$ cat config.mk
export PLATFORM = sky130hd
export DESIGN_NAME = cache_tag_ctrl
export DESIGN_NICKNAME = d
export VERILOG_FILES = /design/src/rtl/cache_tag_ctrl.sv
export SDC_FILE = /design/constraint.sdc
export NUM_CORES = 1
export LEC_CHECK = 0
export CORE_MARGIN = 4
export CORE_UTILIZATION = 30
export CTS_BUF_LIST = sky130_fd_sc_hd__clkbuf_16
export DETAILED_ROUTE_END_ITERATION = 6
export PLACE_DENSITY = 0.73
export SKIP_LAST_GASP = 1
export SYNTH_ARGS = -nofsm -noshare
export SYNTH_HDL_FRONTEND = slang
export SYNTH_SLANG_ARGS = --single-unit
$ cat constraint.sdc
create_clock -name clk_i -period 2.5 [get_ports clk_i]
set_input_delay 0.625 -clock clk_i [delete_from_list [all_inputs] [get_ports clk_i]]
set_output_delay 0.625 -clock clk_i [all_outputs]
set_load 0.02 [all_outputs]
$ cat src/rtl/cache_tag_ctrl.sv
// cache_tag_ctrl: tag lookup, LRU update and miss/fill sequencing for a
// 2-way, 64-set cache. Address split is tag[15:10], index[9:4], and blocks
// are 16 bytes. The module drives the select and write strobes of the two
// metadata way arrays and reads back their {LRU,V,tag} entries.
module cache_tag_ctrl #(
    parameter int CNT_W = 16
) (
    input  logic             clk_i,
    input  logic             rst_ni,
    input  logic             req_valid_i,
    input  logic [15:0]      req_addr_i,
    output logic             req_ready_o,
    output logic             resp_valid_o,
    output logic             resp_way_o,
    output logic             resp_miss_o,
    output logic             fill_req_o,
    output logic [15:0]      fill_addr_o,
    input  logic             fill_done_i,
    output logic [63:0]      set_enable_o,
    output logic [7:0]       way0_data_in_o,
    output logic [7:0]       way1_data_in_o,
    output logic             way0_wen_o,
    output logic             way1_wen_o,
    output logic             way0_lru_en_o,
    output logic             way1_lru_en_o,
    input  logic [7:0]       way0_data_out_i,
    input  logic [7:0]       way1_data_out_i,
    output logic [CNT_W-1:0] hit_cnt_o,
    output logic [CNT_W-1:0] miss_cnt_o
);

    typedef enum logic [1:0] {S_IDLE, S_LOOKUP, S_MISS, S_FILL} state_t;

    state_t             state_q, state_d;
    logic [15:0]        addr_q;
    logic [15:0]        fill_addr_q;
    logic               victim_q;
    logic               replay_q;
    logic [CNT_W-1:0]   hit_cnt_q, miss_cnt_q;

    logic [5:0]         tag;
    logic [5:0]         idx;
    logic               hit0, hit1, hit, hit_way, victim;

    assign tag = addr_q[15:10];
    assign idx = addr_q[9:4];

    // Way 0 wins when both ways report the tag.
    assign hit0    = way0_data_out_i[6] && (way0_data_out_i[5:0] == tag);
    assign hit1    = way1_data_out_i[6] && (way1_data_out_i[5:0] == tag);
    assign hit     = hit0 | hit1;
    assign hit_way = ~hit0;

    // Invalid ways are filled first; with both valid, take way 1 only when it alone is LRU.
    assign victim = way0_data_out_i[6] &
                    (~way1_data_out_i[6] | (way1_data_out_i[7] & ~way0_data_out_i[7]));

    // State register; reset drops any in-flight request.
    always_ff @(posedge clk_i or negedge rst_ni) begin
        if (!rst_ni) state_q <= S_IDLE;
        else         state_q <= state_d;
    end

    // Next-state: IDLE -> LOOKUP -> IDLE|MISS, MISS -> FILL -> LOOKUP replay.
    always_comb begin
        state_d = state_q;
        case (state_q)
            S_IDLE:   if (req_valid_i) state_d = S_LOOKUP;
            S_LOOKUP: state_d = hit ? S_IDLE : S_MISS;
            S_MISS:   if (fill_done_i) state_d = S_FILL;
            S_FILL:   state_d = S_LOOKUP;
            default:  state_d = S_IDLE;
        endcase
    end

    // Request address, victim, fill address, replay flag and saturating counters.
    always_ff @(posedge clk_i or negedge rst_ni) begin
        if (!rst_ni) begin
            addr_q      <= '0;
            fill_addr_q <= '0;
            victim_q    <= 1'b0;
            replay_q    <= 1'b0;
            hit_cnt_q   <= '0;
            miss_cnt_q  <= '0;
        end else begin
            if (state_q == S_IDLE && req_valid_i) begin
                addr_q   <= req_addr_i;
                replay_q <= 1'b0;
            end
            if (state_q == S_FILL) replay_q <= 1'b1;
            if (state_q == S_LOOKUP && !hit) begin
                victim_q    <= victim;
                fill_addr_q <= {addr_q[15:4], 4'b0000};
            end
            if (state_q == S_LOOKUP && !replay_q) begin
                if (hit && hit_cnt_q != '1)   hit_cnt_q  <= hit_cnt_q + 1'b1;
                if (!hit && miss_cnt_q != '1) miss_cnt_q <= miss_cnt_q + 1'b1;
            end
        end
    end

    // Outputs per state: array select, LRU/fill writes, handshakes.
    always_comb begin
        req_ready_o    = 1'b0;
        resp_valid_o   = 1'b0;
        resp_way_o     = 1'b0;
        resp_miss_o    = 1'b0;
        fill_req_o     = 1'b0;
        set_enable_o   = '0;
        way0_data_in_o = '0;
        way1_data_in_o = '0;
        way0_wen_o     = 1'b0;
        way1_wen_o     = 1'b0;
        way0_lru_en_o  = 1'b0;
        way1_lru_en_o  = 1'b0;
        case (state_q)
            S_IDLE: req_ready_o = 1'b1;
            S_LOOKUP: begin
                set_enable_o = 64'd1 << idx;
                if (hit) begin
                    resp_valid_o      = 1'b1;
                    resp_way_o        = hit_way;
                    way0_lru_en_o     = 1'b1;
                    way1_lru_en_o     = 1'b1;
                    way0_data_in_o[7] = hit_way;
                    way1_data_in_o[7] = ~hit_way;
                end else begin
                    resp_miss_o = ~replay_q;
                end
            end
            S_MISS: fill_req_o = 1'b1;
            S_FILL: begin
                set_enable_o = 64'd1 << idx;
                if (!victim_q) begin
                    way0_wen_o     = 1'b1;
                    way0_data_in_o = {2'b01, tag};
                    way1_lru_en_o  = 1'b1;
                    way1_data_in_o = 8'h80;
                end else begin
                    way1_wen_o     = 1'b1;
                    way1_data_in_o = {2'b01, tag};
                    way0_lru_en_o  = 1'b1;
                    way0_data_in_o = 8'h80;
                end
            end
            default: ;
        endcase
    end

    assign fill_addr_o = fill_addr_q;
    assign hit_cnt_o   = hit_cnt_q;
    assign miss_cnt_o  = miss_cnt_q;

endmodule
==> results.py, run 1 <==
metrics = {
    "place": {
        "pre_cts_ws_ns": -0.8806,
        "place_congestion": 0.8013,
        "dp_cells": 696,
        "io_buffers": 164,
        "dp_hpwl_um": 8867,
    },
    "detailed_routing": {
        "dr.pass1.iters": 4,
        "drt_iter0_drc": 155,
        "postRouteWirelength_um": 12270,
        "vias": 3594,
        "ant_nets": 0,
        "wire_per_inst_um": 16.56,
        "routed_via_density": 4.850,
        "drc_errors": 0,
    },
    "clocking": {
        "cts.sinks": 60,
        "clk_pin_slew_ns": 0.05,
        "htreeDepth": 3,
        "cts_buffers": 9,
        "cts_hold_buffers": 0,
        "clk_path_buf_depth": 2,
        "clkLatencyLatePin_ns": 0.32,
        "cts_root_buf": "clkbuf_16",
        "tritoncts": "yes",
    },
    "layout": {
        "diodes": 0,
        "finish.utilization_pct": 57.52,
        "final_nets": 639,
        "mostFrequentLayoutCells": "66 x buf_4, 60 x clkdlybuf4s50_1, 58 x dfrtp_1",
        "layout_commonest_cell": "buf_4",
        "drive_gt1_share_pct": 43.26,
        "synthToLayoutAreaGrowth_pct": 84.06,
        "layout.cells.non_filler": 741,
    },
    "power_and_ir_drop": {
        "power.internal_mw": 3.998,
        "p_comb_share_pct": 56.3,
        "power.switching_mw": 2.568,
        "seq_power_share_pct": 24.3,
        "irDropWorstVdd_uv": 683.5,
        "p_sw_share_pct": 39.12,
        "power_leakage_nw": 2.987,
        "p_per_area_nw_per_um2": 1030,
        "clockPowerShare_pct": 19.4,
    },
    "worst_setup_path": {
        "cp_slowest_stage_delay_ns": 0.41,
        "crit_buf_inv": 5,
        "cp.arrival_ns": 2.01,
        "crit_path_cell_trace": "inv_2, ha_4, nor2_4, buf_6, or3_4, buf_6, buf_6, nor2_4, buf_6",
        "cpMostUsedCell": "buf_6",
        "cp_slowest_cell": "or3_4",
        "required_ns": 1.88,
        "cp-end-kind": "output port",
        "crit_family": "buffers and inverters",
        "crit_fanout": 6,
        "worstSetupPathType": "register to output port",
        "critPathLaunchType": "register",
    },
    "floorplan": {
        "core_um2": 11080,
        "die_w_um": 115.4,
        "rows": 38,
        "initial_utilization_pct": 31.25,
        "ios": 173,
        "die_y_um": 115.4,
        "fp.dieArea_um2": 13320,
    },
    "timing": {
        "worst_slack_ns": -0.1376,
        "rsz0062_at_grt": "yes",
        "fin_crit_sh_pct": 105.5,
        "fmax_mhz": 379.1,
        "fin_worst_skew_ns": 0.006959,
        "slew_headroom_pct": 59.24,
        "tns_ns": -1.820,
        "period_minus_slack_ns": 2.638,
        "timing.hold.ws_ns": 0.3125,
        "worstMarginPinSlew_ns": 0.6099,
        "setup_viol": 34,
        "slew_viol_final": 0,
        "finalHoldViolCount": 0,
    },
    "global_routing": {
        "grt_first_pass_wirelength_um": 18860,
        "grt_pass1_vias": 3720,
        "grt_start_max_net_pins": 37,
        "grtUsageTotal_pct": 17.78,
        "grt_antenna_before_repair": 0,
        "gr-total-overflow": 0,
    },
    "yosys": {
        "syn_inst": 366,
        "synth_area_um2": 3462,
        "syn_area_per_cell_um2": 9.459,
        "netlist-cell-type-count": 40,
        "synth_seq_cells": 60,
        "ys_seq_area_share_pct": 43.37,
        "synth_warnings": 0,
    },
    "run_status": {
        "status": "finished with violations",
        "violations": "negative setup slack",
    },
    "min_path": {
        "hp-class": "input pin to asynchronous set/reset pin",
    },
    "job": {
        "max_cap_viol_count": 0,
    },
}
[path summary, 6_finish.rpt]
path                                             endpoint  depth (start not counted)                   start  slack [ns]
worst max-delay path                     set_enable_o[12]                          9  state_q[1]$_DFFE_PN0P_       -0.14
max in group asynchronous          state_q[0]$_DFFE_PN0P_                          2                  rst_ni        1.56
worst max register to register   hit_cnt_o[1]$_DFFE_PN0P_                          8  addr_q[12]$_DFFE_PN0P_        0.23
worst min register to register       replay_q$_DFFE_PN0P_                          1    replay_q$_DFFE_PN0P_        0.49
min in group clk_i                   replay_q$_DFFE_PN0P_                          1    replay_q$_DFFE_PN0P_        0.49
worst min-delay path            hit_cnt_o[11]$_DFFE_PN0P_                          1                  rst_ni        0.31
[synth_stat cells (all sizes together)]
| master | n | share of area (%) |
|---|---|---|
| or3 | 1 | 0.18 |
| nor2 | 73 | 7.9 |
| buf | 10 | 2.1 |
| xnor2 | 30 | 7.6 |
| o21ai | 5 | 0.72 |
| nor3 | 2 | 0.29 |
| a21oi | 1 | 0.47 |
| nor2b | 6 | 1.1 |
| nand2b | 4 | 0.72 |
| dfrtp | 60 | 43 |
| nand3 | 18 | 2.9 |
| and4 | 2 | 0.58 |
| conb | 1 | 0.11 |
| o211ai | 2 | 0.43 |
| o41ai | 1 | 0.80 |
| clkbuf | 13 | 1.4 |
| or3b | 1 | 0.25 |
| nand4 | 16 | 3.1 |
| nor4 | 7 | 2.0 |
| or4 | 2 | 0.65 |
| and2b | 1 | 0.25 |
| and3 | 13 | 2.4 |
| inv | 7 | 0.76 |
| a21o | 2 | 0.43 |
| xor2 | 11 | 2.8 |
| mux2 | 27 | 8.8 |
| or4b | 1 | 0.29 |
| nand2 | 34 | 3.7 |
| ha | 7 | 2.5 |
| and2 | 8 | 1.5 |
[timing repair]
action	CTS	global route
buffers inserted	20	6
gates cloned	3	1
endpoints found under the setup margin	79	82
resized for setup	374	130
pin swaps	15	27
[cell families after synthesis]
family / synth area share (%)
xor+xnor: 10.37
mux: 8.782
other cells: 0.1083
fa+ha+maj: 2.530
compound gates: 2.855
buf+inv: 4.265
flops: 43.37
simple gates: 27.72
[metrics by stage]
stage	instance area, um^2	power (mW)
final	6372	6.566
after global routing	6372	6.939
after CTS	6082	6.282
after detailed placement	5634	4.636
after global placement	5634	4.548
after floorplan	3560	3.184
[flip-flops by register name, summed over array words and instances, names as in the netlist]
register / count
miss_cnt_o: 16
victim_q: 1
fill_addr_o: 12
hit_cnt_o: 16
addr_q: 12
replay_q: 1
state_q: 2
[power groups by stage]
stage          Clock [mW]  Sequential [mW]  Combinational [mW]
6_report             1.28             1.60                3.69
3_5_place_dp            0             1.60                3.04
4_1_cts              1.31             1.59                3.39
2_1_floorplan           0             1.72                1.46
5_1_grt              1.35             1.65                3.94
3_3_place_gp            0             1.58                2.97
[layout make-up]
cell class                      instances  area, um^2
Fill cell                             968        4706
Timing Repair Buffer                  239        2233
Multi-Input combinational cell        279        2125
Sequential cell                        60        1504
Clock buffer                            9       225.2
Tap cell                              140       175.2
Clock inverter                          7       83.83
Inverter                                7       26.28
[metal layers]
metal	GRT usage, %	routed length [um]	part of all wire (%)
met4	6.338	388	3.2
met1	21.38	4849	40
met5	0	0	0
met2	30.32	6268	51
met3	5.222	763	6.2
Power figures use the tool's default switching activity.
==> inputs of run 2 (changes only) <==
--- a/config.mk
+++ b/config.mk
@@ -6,10 +6,10 @@
 export NUM_CORES = 1
 export LEC_CHECK = 0
 export CORE_MARGIN = 4
-export CORE_UTILIZATION = 30
+export CORE_UTILIZATION = 37
 export CTS_BUF_LIST = sky130_fd_sc_hd__clkbuf_16
 export DETAILED_ROUTE_END_ITERATION = 6
-export PLACE_DENSITY = 0.73
+export PLACE_DENSITY = 0.8
 export SKIP_LAST_GASP = 1
 export SYNTH_ARGS = -nofsm -noshare
 export SYNTH_HDL_FRONTEND = slang
==> results.py, run 2 (synthesis gave the netlist of run 1 again) <==
metrics = {
    "timing": {
        "fin_crit_sh_pct": 104.5,
        "tns_ns": -1.359,
        "timing.hold.ws_ns": 0.3290,
        "finalHoldViolCount": 0,
        "setup_viol": 28,
        "worstMarginPinSlew_ns": 0.6526,
        "fin_worst_skew_ns": 0.007786,
        "rsz0062_at_grt": "yes",
        "period_minus_slack_ns": 2.613,
        "fmax_mhz": 382.7,
        "worst_slack_ns": -0.1128,
        "slew_viol_final": 0,
        "slew_headroom_pct": 56.49,
    },
    "clocking": {
        "cts_hold_buffers": 0,
        "cts_buffers": 9,
        "clkLatencyLatePin_ns": 0.32,
        "tritoncts": "yes",
        "cts_root_buf": "clkbuf_16",
        "cts.sinks": 60,
        "clk_path_buf_depth": 2,
        "clk_pin_slew_ns": 0.06,
        "htreeDepth": 3,
    },
    "place": {
        "place_congestion": 0.8371,
        "dp_hpwl_um": 8487,
        "io_buffers": 164,
        "dpl_cell_area_um2": 5603,
    },
    "global_routing": {
        "grt_antenna_before_repair": 0,
        "grtUsageTotal_pct": 20.63,
        "grt_pass1_vias": 3642,
        "grt_first_pass_wirelength_um": 18290,
        "gr-total-overflow": 0,
        "grt_start_max_net_pins": 35,
    },
    "detailed_routing": {
        "routed_via_density": 5.165,
        "ant_nets": 0,
        "wl_met2_um": 6025,
        "wl_met3_um": 744,
        "top_layer_used": "met4",
        "dr.pass1.iters": 6,
        "postRouteWirelength_um": 11870,
        "vias": 3605,
        "wirelength_met1_um": 4706,
        "drc_errors": 0,
        "wire_per_inst_um": 17.00,
        "drt_iter0_drc": 146,
    },
    "worst_setup_path": {
        "worstSetupPathType": "register to output port",
        "cp.arrival_ns": 1.99,
        "crit_fanout": 7,
        "cp-end-kind": "output port",
        "r2r_start": "addr_q[13]$_DFFE_PN0P_",
        "worstReg2RegEnd": "miss_cnt_o[12]$_DFFE_PN0P_",
        "required_ns": 1.88,
        "rrSetupSlack_ns": 0.27,
        "critPathLaunchType": "register",
        "endpoint": "set_enable_o[27]",
        "r2r_cells": 10,
        "cp-startpoint": "addr_q[4]$_DFFE_PN0P_",
    },
    "layout": {
        "finish.utilization_pct": 68.30,
        "drive_gt1_share_pct": 43.61,
        "layout_commonest_cell": "clkdlybuf4s50_1",
        "final_area_um2": 6251,
        "synthToLayoutAreaGrowth_pct": 80.56,
        "final_nets": 626,
        "final.fill_count": 669,
        "mostFrequentLayoutCells": "63 x clkdlybuf4s50_1, 58 x buf_4, 56 x dfrtp_1",
        "diodes": 0,
    },
    "power_and_ir_drop": {
        "irDropWorstVdd_uv": 677.9,
        "power_leakage_nw": 2.820,
        "p_per_area_nw_per_um2": 1015,
    },
    "run_status": {
        "violations": "negative setup slack",
        "status": "finished with violations",
    },
    "floorplan": {
        "core_um2": 9153,
        "initial_utilization_pct": 37.83,
        "die_y_um": 104.7,
        "ios": 173,
        "rows": 35,
        "die_w_um": 104.7,
        "fp.dieArea_um2": 10970,
    },
    "job": {
        "max_cap_viol_count": 0,
    },
    "min_path": {
        "hp-class": "input pin to asynchronous set/reset pin",
    },
}
-- run 2: cell count changes in the layout (fill, tap and decap cells not counted), sizes merged --
| cell | previous run | this run |
|---|---|---|
| buf | 145 | 127 |
| clkdlybuf4s15 | 4 | 11 |
| dlymetal6s2s | 10 | 5 |
| clkdlybuf4s50 | 60 | 63 |
| inv | 9 | 7 |
| bufinv | 2 | 1 |
| clkinv | 3 | 4 |
| clkinvlp | 0 | 1 |
-- run 2: cell type report --
cell class                 count  area [um^2]  area share [%]
timing repair buffer         226         2155           34.47
multi-input combinational    279         2143           34.29
sequential                    60         1506           24.10
clock buffer                   9        225.2           3.603
tap                          111        138.9           2.222
clock inverter                 6        56.30          0.9007
inverter                       7        26.28          0.4203
-- run 2: worst min-delay path by stage --
| stage | startpoint | to | slack (ns) |
|---|---|---|---|
| after floorplan | rst_ni | addr_q[10]$_DFFE_PN0P_ | 0.33 |
| after CTS | rst_ni | hit_cnt_o[5]$_DFFE_PN0P_ | 0.35 |
| after global routing | rst_ni | hit_cnt_o[5]$_DFFE_PN0P_ | 0.37 |
| after global placement | replay_q$_DFFE_PN0P_ | replay_q$_DFFE_PN0P_ | 0.47 |
| after detailed placement | replay_q$_DFFE_PN0P_ | replay_q$_DFFE_PN0P_ | 0.48 |
| final | rst_ni | hit_cnt_o[5]$_DFFE_PN0P_ | 0.33 |
-- run 2: report_power, final --
part | switching [mW] | internal, mW
clock network | 0.422 | 0.755
registers | 0.344 | 1.28
logic | 1.77 | 1.76
-- run 2: layer usage --
metal | vias to the layer above | global-route usage (%)
li1 | 1656 | -
met1 | 1779 | 24.39
met2 | 135 | 35.11
met3 | 35 | 5.744
met4 | 0 | 8.716
met5 | - | 0
-- run 2: timing repair --
item | in CTS | in global routing
pin swaps | 18 | 31
gates resized for setup | 364 | 134
buffers inserted | 11 | 4
setup endpoints to repair | 81 | 83
gates cloned | 2 | 1
-- run 2: critical path: stages, from the launching register on --
cell             delay (ns)
dfrtp_1                0.46
nor2b_1                0.36
nand3_1                0.36
nor2_1                 0.20
clkdlybuf4s15_2        0.27
-- run 2: per-stage QoR --
stage | setup WS, ns | cells | power (mW)
2_1_floorplan | 0.04744 | 369 | 3.184
3_3_place_gp | -0.8164 | 666 | 4.527
3_5_place_dp | -0.8590 | 666 | 4.611
4_1_cts | -0.1405 | 693 | 5.987
5_1_grt | -0.2042 | 698 | 6.692
6_report | -0.1128 | 698 | 6.342
==> inputs of run 3 (changes only) <==
--- a/config.mk
+++ b/config.mk
@@ -9,7 +9,7 @@
 export CORE_UTILIZATION = 37
 export CTS_BUF_LIST = sky130_fd_sc_hd__clkbuf_16
 export DETAILED_ROUTE_END_ITERATION = 6
-export PLACE_DENSITY = 0.8
+export PLACE_DENSITY = 0.86
 export SKIP_LAST_GASP = 1
 export SYNTH_ARGS = -nofsm -noshare
 export SYNTH_HDL_FRONTEND = slang
==> results.py, run 3 (synthesis gave the netlist of run 1 again) <==
metrics = {
    "run_status": {
        "status": "finished with violations",
        "violations": "negative setup slack",
    },
    "timing": {
        "rsz0062_at_grt": "yes",
        "finalHoldViolCount": 0,
        "fin_crit_sh_pct": 104.5,
        "slew_viol_final": 0,
        "slew_headroom_pct": 53.20,
        "worst_slack_ns": -0.1113,
        "fin_worst_skew_ns": 0.006625,
        "timing.hold.ws_ns": 0.3489,
        "setup_viol": 25,
        "tns_ns": -1.367,
        "fmax_mhz": 383.0,
        "worstMarginPinSlew_ns": 0.7020,
        "period_minus_slack_ns": 2.611,
    },
    "clocking": {
        "clk_path_buf_depth": 2,
        "clkLatencyLatePin_ns": 0.32,
        "htreeDepth": 3,
        "cts.sinks": 60,
        "cts_buffers": 9,
        "cts_root_buf": "clkbuf_16",
        "cts_hold_buffers": 0,
        "clk_pin_slew_ns": 0.05,
        "tritoncts": "yes",
    },
    "layout": {
        "synthToLayoutAreaGrowth_pct": 77.01,
        "final.fill_count": 674,
        "drive_gt1_share_pct": 39.06,
        "finish.utilization_pct": 66.96,
        "layout.cells.non_filler": 705,
        "diodes": 0,
        "final_area_um2": 6128,
        "mostFrequentLayoutCells": "68 x buf_4, 61 x clkdlybuf4s50_1, 55 x dfrtp_1",
        "layout_commonest_cell": "buf_4",
        "final_nets": 634,
    },
    "floorplan": {
        "ios": 173,
        "initial_utilization_pct": 37.83,
        "fp.dieArea_um2": 10970,
        "die_w_um": 104.7,
        "core_um2": 9153,
        "rows": 35,
        "die_y_um": 104.7,
    },
    "power_and_ir_drop": {
        "total_power_mw": 6.157,
        "p_per_area_nw_per_um2": 1005,
        "p_sw_share_pct": 40.22,
        "power.internal_mw": 3.680,
        "power_leakage_nw": 2.910,
        "power.switching_mw": 2.476,
        "seq_power_share_pct": 27.1,
        "clockPowerShare_pct": 16.9,
        "irDropWorstVdd_uv": 516.6,
        "p_comb_share_pct": 56.1,
    },
    "worst_setup_path": {
        "cp-end-kind": "output port",
        "cp-startpoint": "addr_q[12]$_DFFE_PN0P_",
        "cp.arrival_ns": 1.99,
        "rrSetupSlack_ns": 0.26,
        "cpMostUsedCell": "buf_6",
        "required_ns": 1.88,
        "worstSetupPathType": "register to output port",
        "critPathLaunchType": "register",
        "r2r_cells": 9,
        "crit_fanout": 6,
        "endpoint": "resp_miss_o",
        "crit_path_cell_trace": "xnor2_1, nand4_1, or4_4, nand2_4, buf_6, nor2_4, buf_6",
        "worstReg2RegEnd": "miss_cnt_o[12]$_DFFE_PN0P_",
        "cp_slowest_stage_delay_ns": 0.53,
        "cp_slowest_cell": "or4_4",
        "r2r_start": "addr_q[12]$_DFFE_PN0P_",
    },
    "min_path": {
        "hp-class": "input pin to asynchronous set/reset pin",
    },
    "place": {
        "io_buffers": 164,
        "dpl_cell_area_um2": 5568,
        "dp_hpwl_um": 8750,
        "pre_cts_ws_ns": -0.8878,
        "place_congestion": 0.8795,
        "dp_cells": 663,
    },
    "detailed_routing": {
        "dr.pass1.iters": 4,
        "routed_via_density": 5.065,
        "ant_nets": 0,
        "postRouteWirelength_um": 12100,
        "wire_per_inst_um": 17.17,
        "vias": 3571,
        "drt_iter0_drc": 188,
        "drc_errors": 0,
    },
    "global_routing": {
        "grtUsageTotal_pct": 21.14,
        "grt_first_pass_wirelength_um": 18690,
        "grt_antenna_before_repair": 0,
        "gr-total-overflow": 0,
        "grt_pass1_vias": 3663,
        "grt_start_max_net_pins": 33,
    },
    "job": {
        "max_cap_viol_count": 0,
    },
}
## run 3: cell count changes in the layout (fill, tap and decap cells not counted), sizes merged
cell / before / now
buf: 127 / 130
bufinv: 1 / 0
clkbuf: 19 / 9
clkdlybuf4s15: 11 / 8
clkdlybuf4s50: 63 / 61
clkinv: 4 / 5
clkinvlp: 1 / 0
dlygate4sd2: 10 / 27
dlymetal6s2s: 5 / 8
## run 3: worst min path at each step
stage	end	depth (start not counted)
2_1_floorplan	addr_q[10]$_DFFE_PN0P_	0
3_3_place_gp	hit_cnt_o[10]$_DFFE_PN0P_	1
3_5_place_dp	hit_cnt_o[15]$_DFFE_PN0P_	1
4_1_cts	fill_addr_o[12]$_DFFE_PN0P_	1
5_1_grt	fill_addr_o[12]$_DFFE_PN0P_	1
6_report	fill_addr_o[12]$_DFFE_PN0P_	1
## run 3: worst max-delay path: cells and delay by family (launching register included)
family,cells,cell delay [ns]
buffers and inverters,2,0.24
flip-flops,1,0.48
AND/OR/NAND/NOR,4,0.80
XOR/XNOR,1,0.15
## run 3: what timing repair did
action / 4_1_cts / 5_1_grt
endpoints found under the setup margin: 81 / 85
pin swaps: 15 / 21
cloned: 2 / 0
buffers inserted: 11 / 15
resized for setup: 334 / 78
## run 3: layout make-up
type	instances	area (um^2)	area share, %
inverters	7	26.28	0.4287
repair buffers	234	2152	35.12
clock inverters	5	21.27	0.3471
multi-input cells	279	2057	33.56
flip-flops and latches	60	1508	24.60
clock buffers	9	225.2	3.675
well taps	111	138.9	2.266
## run 3: power by group through the flow
stage | logic [mW] | registers [mW] | clock network (mW)
floorplan | 1.46 | 1.72 | 0
global placement | 2.86 | 1.61 | 0
detailed placement | 2.96 | 1.64 | 0
CTS | 3.11 | 1.64 | 1.06
global route | 3.68 | 1.71 | 1.11
finish | 3.45 | 1.67 | 1.04
## run 3: per-layer routing
metal	GRT usage (%)	vias up	share of wire [%]
li1	-	1667	-
met1	23.76	1743	38
met2	36.39	123	52
met3	7.412	38	6.8
met4	8.716	0	3.9
met5	0	-	0
